$ cat src/rtl/pipe_stage_reg_pkg.sv
// Shared types and defaults for the registered valid/ready pipeline stage.
// Holds the occupancy state encoding and the default datapath width.
package pipe_stage_reg_pkg;

    localparam int PSR_DEF_WIDTH = 32;

    typedef enum logic [1:0] {
        EMPTY = 2'd0,
        ONE   = 2'd1,
        TWO   = 2'd2
    } psr_state_e;

endpackage

$ cat src/rtl/pipe_stage_reg_if.sv
// Valid/ready handshake bundle for one side of a pipeline stage.
// The master drives valid and data, and the slave drives ready.
interface pipe_stage_reg_if
    import pipe_stage_reg_pkg::*;
#(
    parameter int WIDTH = PSR_DEF_WIDTH
) ();
    logic             valid;
    logic [WIDTH-1:0] data;
    logic             ready;

    modport master (output valid, output data, input ready);
    modport slave  (input valid, input data, output ready);
endinterface

$ cat src/rtl/pipe_data_reg.sv
// One WIDTH-bit data slice with a load enable and an asynchronous reset to RESET_VALUE.
// It is used for both the main register and the skid register of the stage.
module pipe_data_reg
    import pipe_stage_reg_pkg::*;
#(
    parameter int               WIDTH       = PSR_DEF_WIDTH,
    parameter logic [WIDTH-1:0] RESET_VALUE = '0
) (
    input  logic             clk,
    input  logic             rst_n,
    input  logic             ld,
    input  logic [WIDTH-1:0] d,
    output logic [WIDTH-1:0] q
);
    always_ff @(posedge clk or negedge rst_n) begin
        if (!rst_n)  q <= RESET_VALUE;
        else if (ld) q <= d;
    end
endmodule

$ cat src/rtl/pipe_stage_reg.sv
// Fully registered two-entry pipeline stage built from a main register and a skid register.
// in_ready and out_valid come straight from flops, so no combinational path runs from ready to ready.
module pipe_stage_reg
    import pipe_stage_reg_pkg::*;
#(
    parameter int               WIDTH       = PSR_DEF_WIDTH,
    parameter logic [WIDTH-1:0] RESET_VALUE = '0
) (
    input  logic                     clk,
    input  logic                     rst_n,
    input  logic                     flush,
    pipe_stage_reg_if.slave          up,
    pipe_stage_reg_if.master         dn
);
    psr_state_e       state;
    logic             out_valid_q;
    logic             in_ready_q;
    logic             in_fire;
    logic             out_fire;
    logic             main_ld;
    logic             skid_ld;
    logic [WIDTH-1:0] main_d;
    logic [WIDTH-1:0] main_q;
    logic [WIDTH-1:0] skid_q;

    assign in_fire  = up.valid & in_ready_q;
    assign out_fire = out_valid_q & dn.ready;

    assign up.ready = in_ready_q;
    assign dn.valid = out_valid_q;
    assign dn.data  = main_q;

    // A flush blocks every data load; the registers keep stale contents behind out_valid=0.
    always_comb begin
        main_ld = 1'b0;
        skid_ld = 1'b0;
        main_d  = up.data;
        if (!flush) begin
            unique case (state)
                EMPTY: main_ld = in_fire;
                ONE: begin
                    main_ld = in_fire & out_fire;
                    skid_ld = in_fire & ~out_fire;
                end
                TWO: begin
                    main_ld = out_fire;
                    main_d  = skid_q;
                end
                default: ;
            endcase
        end
    end

    always_ff @(posedge clk or negedge rst_n) begin
        if (!rst_n) begin
            state       <= EMPTY;
            out_valid_q <= 1'b0;
            in_ready_q  <= 1'b1;
        end else if (flush) begin
            state       <= EMPTY;
            out_valid_q <= 1'b0;
            in_ready_q  <= 1'b1;
        end else begin
            unique case (state)
                EMPTY: if (in_fire) begin
                    state       <= ONE;
                    out_valid_q <= 1'b1;
                    in_ready_q  <= 1'b1;
                end
                ONE: begin
                    if (in_fire && !out_fire) begin
                        state       <= TWO;
                        out_valid_q <= 1'b1;
                        in_ready_q  <= 1'b0;
                    end else if (!in_fire && out_fire) begin
                        state       <= EMPTY;
                        out_valid_q <= 1'b0;
                        in_ready_q  <= 1'b1;
                    end
                end
                TWO: if (out_fire) begin
                    state       <= ONE;
                    out_valid_q <= 1'b1;
                    in_ready_q  <= 1'b1;
                end
                default: begin
                    state       <= EMPTY;
                    out_valid_q <= 1'b0;
                    in_ready_q  <= 1'b1;
                end
            endcase
        end
    end

    pipe_data_reg #(.WIDTH(WIDTH), .RESET_VALUE(RESET_VALUE)) u_main (
        .clk   (clk),
        .rst_n (rst_n),
        .ld    (main_ld),
        .d     (main_d),
        .q     (main_q)
    );

    pipe_data_reg #(.WIDTH(WIDTH), .RESET_VALUE(RESET_VALUE)) u_skid (
        .clk   (clk),
        .rst_n (rst_n),
        .ld    (skid_ld),
        .d     (up.data),
        .q     (skid_q)
    );
endmodule

$ cat src/flat_wrapper.sv
// flat-port wrapper written by rule: the top's interface ports become plain ports
module pipe_stage_reg_flat import pipe_stage_reg_pkg::*;
#(
    parameter int               WIDTH       = PSR_DEF_WIDTH,
    parameter logic [WIDTH-1:0] RESET_VALUE = '0
)
  (clk, rst_n, flush, up_valid, up_data, up_ready, dn_valid, dn_data, dn_ready);
  pipe_stage_reg_if #(.WIDTH(WIDTH)) up_i ();
  pipe_stage_reg_if #(.WIDTH(WIDTH)) dn_i ();
  input  logic clk;
  input  logic rst_n;
  input  logic flush;
  input wire logic [$bits(up_i.valid)-1:0] up_valid;
  input wire logic [$bits(up_i.data)-1:0] up_data;
  output wire logic [$bits(up_i.ready)-1:0] up_ready;
  output wire logic [$bits(dn_i.valid)-1:0] dn_valid;
  output wire logic [$bits(dn_i.data)-1:0] dn_data;
  input wire logic [$bits(dn_i.ready)-1:0] dn_ready;
  assign up_i.valid = up_valid;
  assign up_i.data = up_data;
  assign up_ready = up_i.ready;
  assign dn_valid = dn_i.valid;
  assign dn_data = dn_i.data;
  assign dn_i.ready = dn_ready;
  pipe_stage_reg #(.WIDTH(WIDTH), .RESET_VALUE(RESET_VALUE)) u_core (.clk(clk), .rst_n(rst_n), .flush(flush), .up(up_i), .dn(dn_i));
endmodule
$ cat config.mk
export PLATFORM = sky130hd
export DESIGN_NAME = pipe_stage_reg_flat
export DESIGN_NICKNAME = d
export VERILOG_FILES = /design/src/rtl/pipe_stage_reg_pkg.sv /design/src/rtl/pipe_stage_reg_if.sv /design/src/rtl/pipe_data_reg.sv /design/src/rtl/pipe_stage_reg.sv /design/src/flat_wrapper.sv
export SDC_FILE = /design/constraint.sdc
export NUM_CORES = 1
export LEC_CHECK = 0
export ABC_AREA = 1
export CORE_ASPECT_RATIO = 0.9
export CORE_MARGIN = 2
export CORE_UTILIZATION = 54
export CTS_CLUSTER_DIAMETER = 60
export DETAILED_ROUTE_END_ITERATION = 16
export PLACE_DENSITY = 0.83
export SETUP_SLACK_MARGIN = 0.2
export SYNTH_ARGS = -nofsm -noshare
export SYNTH_HDL_FRONTEND = slang
export SYNTH_SLANG_ARGS = --single-unit
export TNS_END_PERCENT = 5
$ cat constraint.sdc
create_clock -name clk -period 2.7 [get_ports clk]
set_clock_uncertainty 0.15 [all_clocks]
set_input_delay 0.27 -clock clk [delete_from_list [all_inputs] [get_ports clk]]
set_output_delay 0.27 -clock clk [all_outputs]
set_load 0.005 [all_outputs]
## After elaboration in Yosys (flattened, before gate mapping)

Cells that the tools add are included.

- Register bits: 68
- Word-level logic and storage cells: 43
- Input port bits: 37

- Bitwise operators: 5
- Eq/ne operators: 5
- Mux-type cells: 22
- Reductions and logical operators: 6

Operators with widths:

| cell | count |
|---|---|
| 32-bit 2-to-1 mux | 2 |
| 1-bit 2-to-1 mux | 11 |
| 2-bit 2-to-1 mux | 5 |
| 1-bit case mux with 3 select lines | 3 |
| 3-bit by 2-bit != test with 1-bit output (second input constant) | 2 |
| 2-bit case mux with 3 select lines | 1 |
| 1-bit AND | 4 |
| 4-bit by 2-bit != test with 1-bit output (second input constant) | 1 |
| 3-bit AND reduction | 1 |
| 2-bit by 1-bit equality test with 1-bit output (second input constant) | 1 |
| 2-bit equality test (second input constant) | 1 |
| 1-bit logical AND | 2 |
| 1-bit logical NOT | 2 |
| 2-bit logical NOT | 1 |
| 1-bit inverter | 1 |

## Logic depth before layout (Yosys ltp)

- Depth after elaboration: 7
- Depth in mapped cells: 9

## Modules after synthesis

Synthesis repeated with hierarchy kept, for this count alone.

- Cell total of the unflattened synthesis: 422
- Area total of the unflattened synthesis: 3300.7 µm²

Modules (own cells, without submodules):

| module | cells an instance | times used | seq. area each (µm²) | area an instance (µm²) |
|---|---|---|---|---|
| pipe_data_reg | 136 | 2 | 800.8 | 1292.5 |
| pipe_stage_reg | 150 | 1 | 101.3 | 715.7 |

## Least setup slack after synthesis

OpenSTA, ideal clock, no wires.

- Path kind: reg2reg
- From: register u_core.state[1]
- To: register u_core.u_skid.q[17]
- Data arrival time: 1.166 ns
- Cell stages (with the launch flop): 10
- Slack: 1.253 ns
- Data required time: 2.419 ns
- Setup time: 0.131 ns
- Cells stage by stage: dfrtp_1 -> buf_2 -> inv_2 -> nand2_1 -> nor2_2 -> nand3_2 -> buf_6 -> buf_6 -> nand2_1 -> o21ai_0

- Cells in the longest elaborated chain, start to end: 3

RTL lines:

| element | RTL line | source |
|---|---|---|
| start, declared | pipe_stage_reg.sv:15 | `psr_state_e state;` |
| start signal, assigned | pipe_stage_reg.sv:56 | `state <= EMPTY;` |
| start signal, assigned | pipe_stage_reg.sv:60 | `state <= EMPTY;` |
| start signal, assigned | pipe_stage_reg.sv:66 | `state <= ONE;` |
| 2-bit by 1-bit equality test with 1-bit output | pipe_stage_reg.sv:39 | `unique case (state)` |
| 1-bit 2-to-1 mux | pipe_stage_reg.sv:39 |  |
| 1-bit 2-to-1 mux | pipe_stage_reg.sv:38 | `if (!flush) begin` |
| end signal, assigned | pipe_data_reg.sv:16 | `if (!rst_n) q <= RESET_VALUE;` |
| end signal, assigned | pipe_data_reg.sv:17 | `else if (ld) q <= d;` |
| end, declared | pipe_data_reg.sv:13 | `output logic [WIDTH-1:0] q` |

Every way passes these cells.
A chain may end at the register's enable or synchronous reset.

## Final worst setup path

- From: input flush
- To: register u_core.u_main.q[13]

- Cells in the longest elaborated chain, start to end: 1
- Elaborated cells between the ends (all ways): 2
- Classes of those cells: mux (2)

RTL lines:

| element | RTL line | source |
|---|---|---|
| start, declared | flat_wrapper.sv:12 | `input logic flush;` |
| 32-bit 2-to-1 mux or 1-bit 2-to-1 mux (tied branches) | pipe_stage_reg.sv:38 |  |
| end signal, assigned | pipe_data_reg.sv:16 |  |
| end signal, assigned | pipe_data_reg.sv:17 |  |
| end, declared | pipe_data_reg.sv:13 |  |

Parallel ways exist; a longest one is shown, timed or not.

==> results.py <==
metrics = {
    "setup_path": {
        "cp.required_ns": 2.82,
        "endpoint_kind": "register",
        "critPathArrivalTime_ns": 2.07,
        "rrSetupSlack_ns": 0.85,
        "start_kind": "input port",
        "timing.rr.start": "u_core.state[0]$_DFFE_PN0P_",
        "r2r_cells": 7,
        "worst-path-max-fanout": 32,
        "worst_r2r_endpoint": "u_core.u_main.q[13]$_DFFE_PN0P_",
        "worstSetupPathType": "input port to register",
        "cp-startpoint": "flush",
    },
    "clock_network": {
        "ctsResizeCount": 0,
        "post_cts_buffers": 0,
        "cts_made_buffers": 9,
        "ctsHoldBuffers": 1,
        "cts-root-buf": "clkbuf_8",
        "path_clk_slew_ns": 0.07,
        "clock_sinks": 68,
        "insertion_delay_ns": 0.33,
        "cts_tree": "done",
        "htree_levels": 3,
        "clockBufferDepth": 2,
    },
    "place": {
        "numPlacedInstances": 538,
        "place_area_mm2": 0.00390,
        "place_ws_ns": 0.429,
        "port_buffers": 70,
        "place_congestion": 0.777,
        "place_hpwl_um": 4520,
    },
    "sta": {
        "relSlewSlack_pct": 51.7,
        "fin_hold_ws_ns": 0.322,
        "fin_setup_tns_ns": 0,
        "fin_crit_sh_pct": 72.2,
        "timing.final.crit_period_ns": 1.95,
        "worst_slack_ns": 0.750,
        "worst_slew_pin_slew_ns": 0.724,
        "slew_viol_final": 0,
        "hold_violations": 0,
        "setup_viol": 0,
        "clock.fmax_mhz": 513,
        "rsz0062_at_grt": "false",
    },
    "hold_path": {
        "hold_end": "u_core.up.ready$_DFFE_PN1P_",
        "worstHoldStart": "u_core.up.ready$_DFFE_PN1P_",
        "whs_path_depth": 2,
        "worstHoldPathType": "register to register",
    },
    "power_and_ir_drop": {
        "p_leak_nw": 2.21,
        "p_per_area_mw_per_mm2": 965,
        "ir_worst_vdd_v": 0.000563,
    },
    "route": {
        "wl_um": 7060,
        "avgViaCountPerCell": 5.08,
        "wl_per_cell_um": 12.7,
        "antenna_left": 0,
        "drc": 0,
        "drt_iter0_drc": 213,
        "vias": 2820,
        "drt_pass1_iterations": 4,
    },
    "logic_synthesis": {
        "synthMuxAreaShare_pct": 0,
        "yosys_register_bits": 68,
        "synthXorXnorAreaFrac_pct": 0,
        "synth_top_area_share_pct": 52.4,
        "synth-compound-area-share_pct": 5.91,
        "synthesis.nets": 452,
        "synth_area_per_cell_um2": 7.71,
        "synth_top_family_by_area": "simple AND/OR/NAND/NOR gates",
        "synth_fa_ha_area_share_pct": 0,
        "yosys.area_share.simple_pct": 31.5,
        "synthCells": 415,
        "yosysTopAreaCell": "dfrtp_1",
        "ys_seq_area_share_pct": 53.2,
        "yosys_warnings": 0,
        "syn_area_mm2": 0.00320,
        "synth_area_leaders": "dfrtp_1 52%, nand2_1 24%, nand3_1 5.9%, inv_1 4.2%, o21ai_0 3.0%",
        "ys_types": 19,
    },
    "finish": {
        "finalInstanceArea_mm2": 0.00412,
        "fillers": 437,
        "area_delta_synth_final_pct": 28.7,
        "drive_gt1_share_pct": 6.80,
        "instances_no_fill": 555,
        "fin_nets": 517,
        "antenna_cells": 0,
    },
    "grt": {
        "antenna_found_initial": 0,
        "grt_pass1_wl_um": 12100,
        "grt-ovfl-total": 0,
        "track_usage_pct": 23.0,
        "grt_max_degree": 67,
        "grt_pass1_vias": 2622,
    },
    "floorplan": {
        "die-area_mm2": 0.00656,
        "initial_core_util_pct": 56.2,
        "ioPinCount": 71,
        "fp.dieH_um": 77.0,
        "rows": 26,
        "core_mm2": 0.00569,
        "die_x_um": 85.1,
    },
    "flow_run": {
        "max_cap_viol_count": 0,
    },
    "status": {
        "outcome": "complete, no violations",
    },
}
cell usage after synthesis, drive strengths merged:
| cell type | number |
|---|---|
| nor2 | 3 |
| nand2 | 209 |
| dfstp | 1 |
| clkbuf | 6 |
| nand3 | 39 |
| a21boi | 1 |
| inv | 38 |
| o21ai | 34 |
| buf | 17 |
| dfrtp | 67 |
report_power, final:
| part | internal, mW | total [mW] | switching, mW |
|---|---|---|---|
| clock | 0.478 | 0.860 | 0.382 |
| sequential | 1.48 | 1.75 | 0.267 |
| combinational | 0.719 | 1.36 | 0.643 |
critical path: stages:
cell             delay, ns
clkdlybuf4s50_1       0.52
nor2_4                0.33
nand2_1               0.10
o21ai_1               0.12
nand2_2               0.08
inv_2                 0.41
nand2_1               0.14
nand2_1               0.09
per-stage QoR:
stage / power, mW / utilization [%]
3_5_place_dp: 3.13 / 68.4
5_1_grt: 4.28 / 72.3
2_1_floorplan: 2.42 / -
4_1_cts: 4.01 / 72.3
3_3_place_gp: 3.07 / 68.4
6_report: 3.97 / 72.3
final cells by class:
cell class / count / area (um^2) / area share [%]
timing repair buffer: 77 / 776 / 18.8
inverter: 38 / 143 / 3.46
clock buffer: 11 / 151 / 3.68
clock inverter: 5 / 60.1 / 1.46
multi-input combinational: 286 / 1200 / 29.1
sequential: 68 / 1700 / 41.4
tap: 70 / 87.6 / 2.13
sequential cells by signal (all words and copies together), names as in the netlist:
| signal | flops |
|---|---|
| u_core.dn.valid | 1 |
| u_core.up.ready | 1 |
| u_core.u_skid.q | 32 |
| u_core.state | 2 |
| u_core.u_main.q | 32 |
metal layers:
| layer | share of wire (%) | GRT usage [%] | vias to the layer above |
|---|---|---|---|
| li1 | - | - | 1405 |
| met1 | 47 | 32.2 | 1331 |
| met2 | 47 | 35.9 | 80 |
| met3 | 5.4 | 6.35 | 4 |
| met4 | 0.57 | 4.92 | 0 |
| met5 | 0 | 0 | - |
worst max path at each step:
stage          slack, ns  cells after the start                              end
2_1_floorplan       1.25                      9  u_core.u_skid.q[17]$_DFFE_PN0P_
3_3_place_gp        0.47                      8  u_core.u_main.q[13]$_DFFE_PN0P_
3_5_place_dp        0.43                      8  u_core.u_main.q[13]$_DFFE_PN0P_
4_1_cts             0.78                      8  u_core.u_main.q[13]$_DFFE_PN0P_
5_1_grt             0.64                      8  u_core.u_main.q[16]$_DFFE_PN0P_
6_report            0.75                      8  u_core.u_main.q[13]$_DFFE_PN0P_
cells by family after synthesis:
kind of cell / after synthesis
and+or+nand+nor: 251
buffers and inverters: 61
AOI/OAI and AO/OA: 35
DFF: 68
placed cells by master (no fill, tap or decap), types with 3 or more instances in the layout:
cell type,n
nand2_1,208
buf_4,4
o21ai_0,19
o21ai_1,12
nand3_1,38
dfrtp_1,67
clkdlybuf4s50_1,69
inv_1,36
o21ai_2,3
clkbuf_8,11
Power figures use the tool's default switching activity.
